## config.mk

```make
export PLATFORM = sky130hd
export DESIGN_NAME = mips_regfile_mp
export DESIGN_NICKNAME = d
export VERILOG_FILES = /design/src/rtl/mips_regfile_mp.sv
export SDC_FILE = /design/constraint.sdc
export NUM_CORES = 1
export LEC_CHECK = 0
export BUFFER_PORTS_ARGS = -buffer_cell sky130_fd_sc_hd__buf_2
export CORE_MARGIN = 2
export CORE_UTILIZATION = 34
export CTS_CLUSTER_SIZE = 16
export DETAILED_ROUTE_END_ITERATION = 8
export PLACE_DENSITY = 0.61
export SYNTH_ARGS = -nofsm -noshare
export SYNTH_HDL_FRONTEND = slang
export SYNTH_SLANG_ARGS = --single-unit
```

## constraint.sdc

```tcl
create_clock -name clk -period 11.1 [get_ports clk]
set_clock_uncertainty 0.15 [all_clocks]
set_input_delay 1.665 -clock clk [delete_from_list [all_inputs] [get_ports clk]]
set_output_delay 1.665 -clock clk [all_outputs]
set_load 0.01 [all_outputs]
```

## src/rtl/mips_regfile_mp.sv

```systemverilog
// mips_regfile_mp: parametrised multi-read-port MIPS register file with sequenced clear and debug write port; optional REGFILE_BYPASS_EN write-first forwarding
module mips_regfile_mp #(
  parameter int DATA_W = 32,
  parameter int ADDR_W = 5,
  parameter int NUM_RD = 2
) (
  input  logic                     clk,
  input  logic                     rst,
  input  logic [NUM_RD*ADDR_W-1:0] rd_addr,
  output logic [NUM_RD*DATA_W-1:0] rd_data,
  input  logic                     we,
  input  logic [ADDR_W-1:0]        wr_addr,
  input  logic [DATA_W-1:0]        wr_data,
  input  logic                     dbg_we,
  input  logic [ADDR_W-1:0]        dbg_addr,
  input  logic [DATA_W-1:0]        dbg_wdata,
  output logic                     dbg_ack,
  output logic                     busy
);
  localparam int DEPTH = 1 << ADDR_W;
  typedef enum logic {CLEAR, READY} state_t;
  state_t state, state_d;
  logic [ADDR_W-1:0] clr_ptr, clr_d;
  logic [DATA_W-1:0] mem [DEPTH];
  logic ready, wr_fn, wr_dbg;
  assign ready = !rst && state == READY;
  assign wr_fn = ready && we && wr_addr != '0;
  assign wr_dbg = ready && dbg_we && !we && dbg_addr != '0;
  // next state: walk the clear pointer up to the last register, then go ready
  always_comb begin
    state_d = (state == CLEAR && clr_ptr == ADDR_W'(DEPTH - 1)) ? READY : state;
    clr_d = state == CLEAR ? clr_ptr + 1'b1 : clr_ptr;
  end
  // state, clear pointer, busy and debug ack registers
  always_ff @(posedge clk) begin
    if (rst) begin
      state <= CLEAR;
      clr_ptr <= ADDR_W'(1);
      busy <= 1'b1;
      dbg_ack <= 1'b0;
    end else begin
      state <= state_d;
      clr_ptr <= clr_d;
      busy <= state_d == CLEAR;
      dbg_ack <= state == READY && dbg_we && !we;
    end
  end
  // storage: clear sweep, then writeback port with priority over the debug port
  always_ff @(posedge clk) begin
    if (!rst && state == CLEAR) mem[clr_ptr] <= '0;
    if (wr_fn) mem[wr_addr] <= wr_data;
    if (wr_dbg) mem[dbg_addr] <= dbg_wdata;
  end
  for (genvar i = 0; i < NUM_RD; i++) begin : g_rd
    logic [ADDR_W-1:0] a;
    assign a = rd_addr[i*ADDR_W +: ADDR_W];
`ifdef REGFILE_BYPASS_EN
    assign rd_data[i*DATA_W +: DATA_W] = (busy || a == '0) ? '0 : (we && wr_addr == a) ? wr_data : mem[a];
`else
    assign rd_data[i*DATA_W +: DATA_W] = (busy || a == '0) ? '0 : mem[a];
`endif
  end
endmodule

```

==> summary.md <==
Clock-pin slew was measured on the worst setup and hold paths at 0.06 ns. The clock sink count came out at 1032. The floorplan step set the die height to 380.4 um. In this run the static leakage power is 0.01627 uW.

The number of cells produced by synthesis is 2619. The worst setup path is of the input pin to primary output kind. The logs give 0 for the count of final max-slew check failures and 50 for the count of unique library cells instantiated by Yosys. The flow ran to the end, but the final reports show violations.

The remaining antenna violation count was 0; the post-route minimum period was 7.268 ns. The headroom to the max-slew limit is 0.3215%, and the detailed-route vias per instance is 6.147. Power spread over the standard cell area amounts to 152.4 nW/um2. The tools report the sequential cell area in the final layout as 30910 um2. In the final layout, the share of cells above drive strength 1 is 28.94%.

After clock tree synthesis, the setup repair step added 0 buffers. The sequential share of the synthesized area was 64.18%. The total number of yosys warnings was 0.

Most frequently used flop master after synthesis: sky130_fd_sc_hd__edfxtp_1. The final reports fail on capacitance limit. Of the available clock period, the critical path in the final layout requires 65.47%.

On the worst path, the slowest cell contributes a delay of 1.12 ns. The tools report the via count of the first global-routing pass as 28559. The signal on the critical path passes through buf_4 > buf_4 > nor2b_4 > buf_4 > a221oi_1 > nor3_1 > buf_2. The initial antenna violation count came out at 7. For this run, asynchronously set or reset flops after synthesis account for 0%. The logs give 6.26 ns for the reg2reg setup slack and 3 for the H-tree depth.

For this configuration, the core starts out at a cell density of 34.14%. Clock latency on the worst-skew pair, taken at its later pin, is 0.68 ns. The number of gates resized after CTS was 0.

The cell with the largest stage delay on the worst path was sky130_fd_sc_hd__nor3_1. For the total overflow reported by the global router, the log shows 0. The die is 380.4 um wide. Buffers inserted to repair hold after CTS numbered 0. Once placement completed, the tool counted placed cells totaling 4518. The post-synthesis instance area was 48160 um2.

Critical path arrival: 5.45 ns. After detailed routing, the average wire length per cell comes to 31.83 um. In this run the clock root is driven by a sky130_fd_sc_hd__clkbuf_16.

Dividing the synthesized area by the synthesized cell count gives 18.39 um2. After floorplanning, the core was sized to cover 141100 um2. The logs give 149600 um for the total wirelength of the detailed-routed design and 0 for the count of final hold-check violations. For this run, the detailed router's first-pass iteration total came to 5. The path type of the worst min-delay path was flop to flop. The run gives 0.1376 GHz as the maximum achievable frequency.

VDD sags by at most 0.0001292 V. The first global-routing pass estimated 209600 um of wire. Setup violations remaining at the end of the flow were counted as 0. Entering global routing, the biggest net connects 109 pins. The number of synthesized register bits was 1032. The worst path required time is 9.29 ns, and the overall routing resource usage is 20.21%. The worst setup path is launched from an input pin. The endpoint kind of the worst setup timing path was a primary output. The finished layout holds 4700 standard cells, fillers aside. Setup repair after global routing left no endpoint under its margin. The floorplan row count came out at 138.

The number of violations of the max-capacitance limit was 1; the detailed router's first-iteration violation count was 3648. The logs give 144700 um2 for the die area and 0 for the total DRC errors in the routed layout. The final net count came out at 2821. Area taken by multi-input logic gates: 16570 um2. Counting every net in the synthesized netlist gives 2709. For the number of top-level design ports, the log shows 154.

Buffers inserted during clock tree synthesis total 101. In this run, synthesis inferred 1024 flip-flops with an integrated enable. The count of port buffers added during placement works out to 153. The placer's final routability congestion estimate is 0.7839.

TritonCTS built the clock tree. The final route contains 28889 vias. Of all nets on the critical path, the largest fanout is 34.

Dominant cell type by count on the critical path: sky130_fd_sc_hd__buf_4. After routing, the total negative slack on setup checks comes to 0 ns. Area added between synthesis and finish: 13.34%. The number of inserted filler cells in the final layout is 12752.

The half-perimeter wire length after placement is 82580 um, and the maximum buffer depth of the clock tree is 3. The measured slew at the worst slew-check pin came out at 1.484 ns.
-- path summary, 6_finish.rpt --
kind,startpoint,depth (start not counted),endpoint
max,rd_addr[7],7,rd_data[54]
min,clr_ptr[1]$_SDFFE_PP0N_,2,clr_ptr[1]$_SDFFE_PP0N_
max reg2reg,state$_SDFF_PP0_,6,mem[13][8]$_DFFE_PP_
min reg2reg,clr_ptr[1]$_SDFFE_PP0N_,2,clr_ptr[1]$_SDFFE_PP0N_
-- placed cells by master, fill, tap and decap left out, drive strengths merged, types with 3 or more instances in the layout --
cell type | netlist | layout
a2111oi | 9 | 9
a211oi | 6 | 6
a21oi | 73 | 73
a221oi | 29 | 29
a22o | 33 | 33
a22oi | 12 | 12
a31oi | 3 | 3
a32oi | 3 | 3
and2 | 3 | 3
buf | 91 | 226
bufinv | 0 | 13
clkbuf | 126 | 123
clkinv | 0 | 42
clkinvlp | 0 | 3
dfxtp | 8 | 8
edfxtp | 1024 | 1024
inv | 10 | 10
mux2 | 29 | 29
mux2i | 343 | 343
mux4 | 366 | 366
nand2 | 14 | 14
nand2b | 3 | 3
nand3 | 4 | 4
nand3b | 3 | 3
nor2 | 59 | 59
nor2b | 16 | 16
nor3 | 24 | 24
o211ai | 3 | 3
o21ai | 4 | 4
o221ai | 151 | 151
o22ai | 79 | 79
o31ai | 34 | 34
or3 | 37 | 37
-- per-layer routing --
| layer | global-route usage, % | up-vias | wire length (um) |
|---|---|---|---|
| met5 | 0.3307 | - | 93 |
| met4 | 6.342 | 6 | 4837 |
| met3 | 5.387 | 287 | 16290 |
| met2 | 31.17 | 1666 | 68050 |
| met1 | 27.84 | 15306 | 60320 |
| li1 | - | 11624 | - |
-- state kept, by name (all words and copies together), names as in the netlist --
name / count
mem: 1024
clr_ptr: 5
busy: 1
dbg_ack: 1
state: 1
-- synth_stat cells, types with 2 or more instances --
cell type / number / area, um2
sky130_fd_sc_hd__a2111oi_0: 9 / 78.83
sky130_fd_sc_hd__a211oi_1: 6 / 45.04
sky130_fd_sc_hd__a21oi_1: 73 / 365.4
sky130_fd_sc_hd__a221oi_1: 29 / 254.0
sky130_fd_sc_hd__a22o_1: 33 / 289.0
sky130_fd_sc_hd__a22oi_1: 12 / 90.09
sky130_fd_sc_hd__a31o_2: 2 / 17.52
sky130_fd_sc_hd__a31oi_1: 3 / 18.77
sky130_fd_sc_hd__a32oi_1: 3 / 26.28
sky130_fd_sc_hd__and2_1: 3 / 18.77
sky130_fd_sc_hd__buf_1: 23 / 86.33
sky130_fd_sc_hd__buf_2: 65 / 325.3
sky130_fd_sc_hd__buf_6: 3 / 33.78
sky130_fd_sc_hd__clkbuf_1: 126 / 473.0
sky130_fd_sc_hd__dfxtp_1: 8 / 160.2
sky130_fd_sc_hd__edfxtp_1: 1024 / 30750
sky130_fd_sc_hd__ha_1: 2 / 25.02
sky130_fd_sc_hd__inv_1: 9 / 33.78
sky130_fd_sc_hd__mux2_2: 29 / 326.6
sky130_fd_sc_hd__mux2i_1: 343 / 3433
sky130_fd_sc_hd__mux4_2: 366 / 8243
sky130_fd_sc_hd__nand2_1: 14 / 52.55
sky130_fd_sc_hd__nand2b_1: 3 / 18.77
sky130_fd_sc_hd__nand3_1: 4 / 20.02
sky130_fd_sc_hd__nand3b_1: 3 / 22.52
sky130_fd_sc_hd__nor2_1: 51 / 191.4
sky130_fd_sc_hd__nor2_2: 8 / 50.05
sky130_fd_sc_hd__nor2b_1: 16 / 100.1
sky130_fd_sc_hd__nor3_1: 24 / 120.1
sky130_fd_sc_hd__o211ai_1: 3 / 22.52
sky130_fd_sc_hd__o21ai_0: 4 / 20.02
sky130_fd_sc_hd__o221ai_1: 151 / 1323
sky130_fd_sc_hd__o22ai_1: 79 / 494.2
sky130_fd_sc_hd__o31ai_1: 34 / 255.2
sky130_fd_sc_hd__or3_1: 37 / 231.5
sky130_fd_sc_hd__or4_4: 2 / 22.52
sky130_fd_sc_hd__xor2_1: 2 / 17.52
-- layout make-up --
cell class              instances  area share, %
inverters                      10        0.07105
clock buffers                 123          4.859
repair buffers                226          2.634
flip-flops and latches       1032          56.62
multi-input cells            1360          30.35
diodes                          1       0.004584
well taps                    1890          4.332
clock inverters                58          1.123
-- kinds of logic (layout without fill, tap and decap cells) --
group	after synthesis	after routing	share of synthesized area [%]
flip-flops	1032	1032	64.18
multiplexers	738	738	24.92
AO/OA/AOI/OAI	445	445	6.923
buffers and inverters	227	417	1.985
AND/OR/NAND/NOR	172	172	1.886
XOR/XNOR	3	3	0.05457
adder cells (fa/ha/maj)	2	2	0.05195
other	0	1	0
-- power by group --
part	internal (uW)	switching [uW]	total [uW]
clock	1990	1480	3480
sequential	4260	17.1	4280
combinational	221	338	559
-- stage by stage --
stage          hold WS [ns]  setup slack [ns]  utilization (%)  total power [uW]  cell area [um2]
2_1_floorplan        0.3635             5.599                -              4734            48160
3_3_place_gp         0.3861             3.921            36.38              4916            51320
3_5_place_dp         0.4086             3.952            36.38              4918            51320
4_1_cts              0.4219             3.943            38.69              8348            54590
5_1_grt              0.4476             3.745            38.69              8532            54590
6_report             0.4153             3.832            38.70              8318            54590
-- worst max-delay path, delay by kind of cell --
kind                   cells  cell delay, ns
AOI/OAI and AO/OA          1            0.25
buffers and inverters      4            1.89
and+or+nand+nor            2            1.54
No activity file was read; power rests on OpenSTA's default activity.
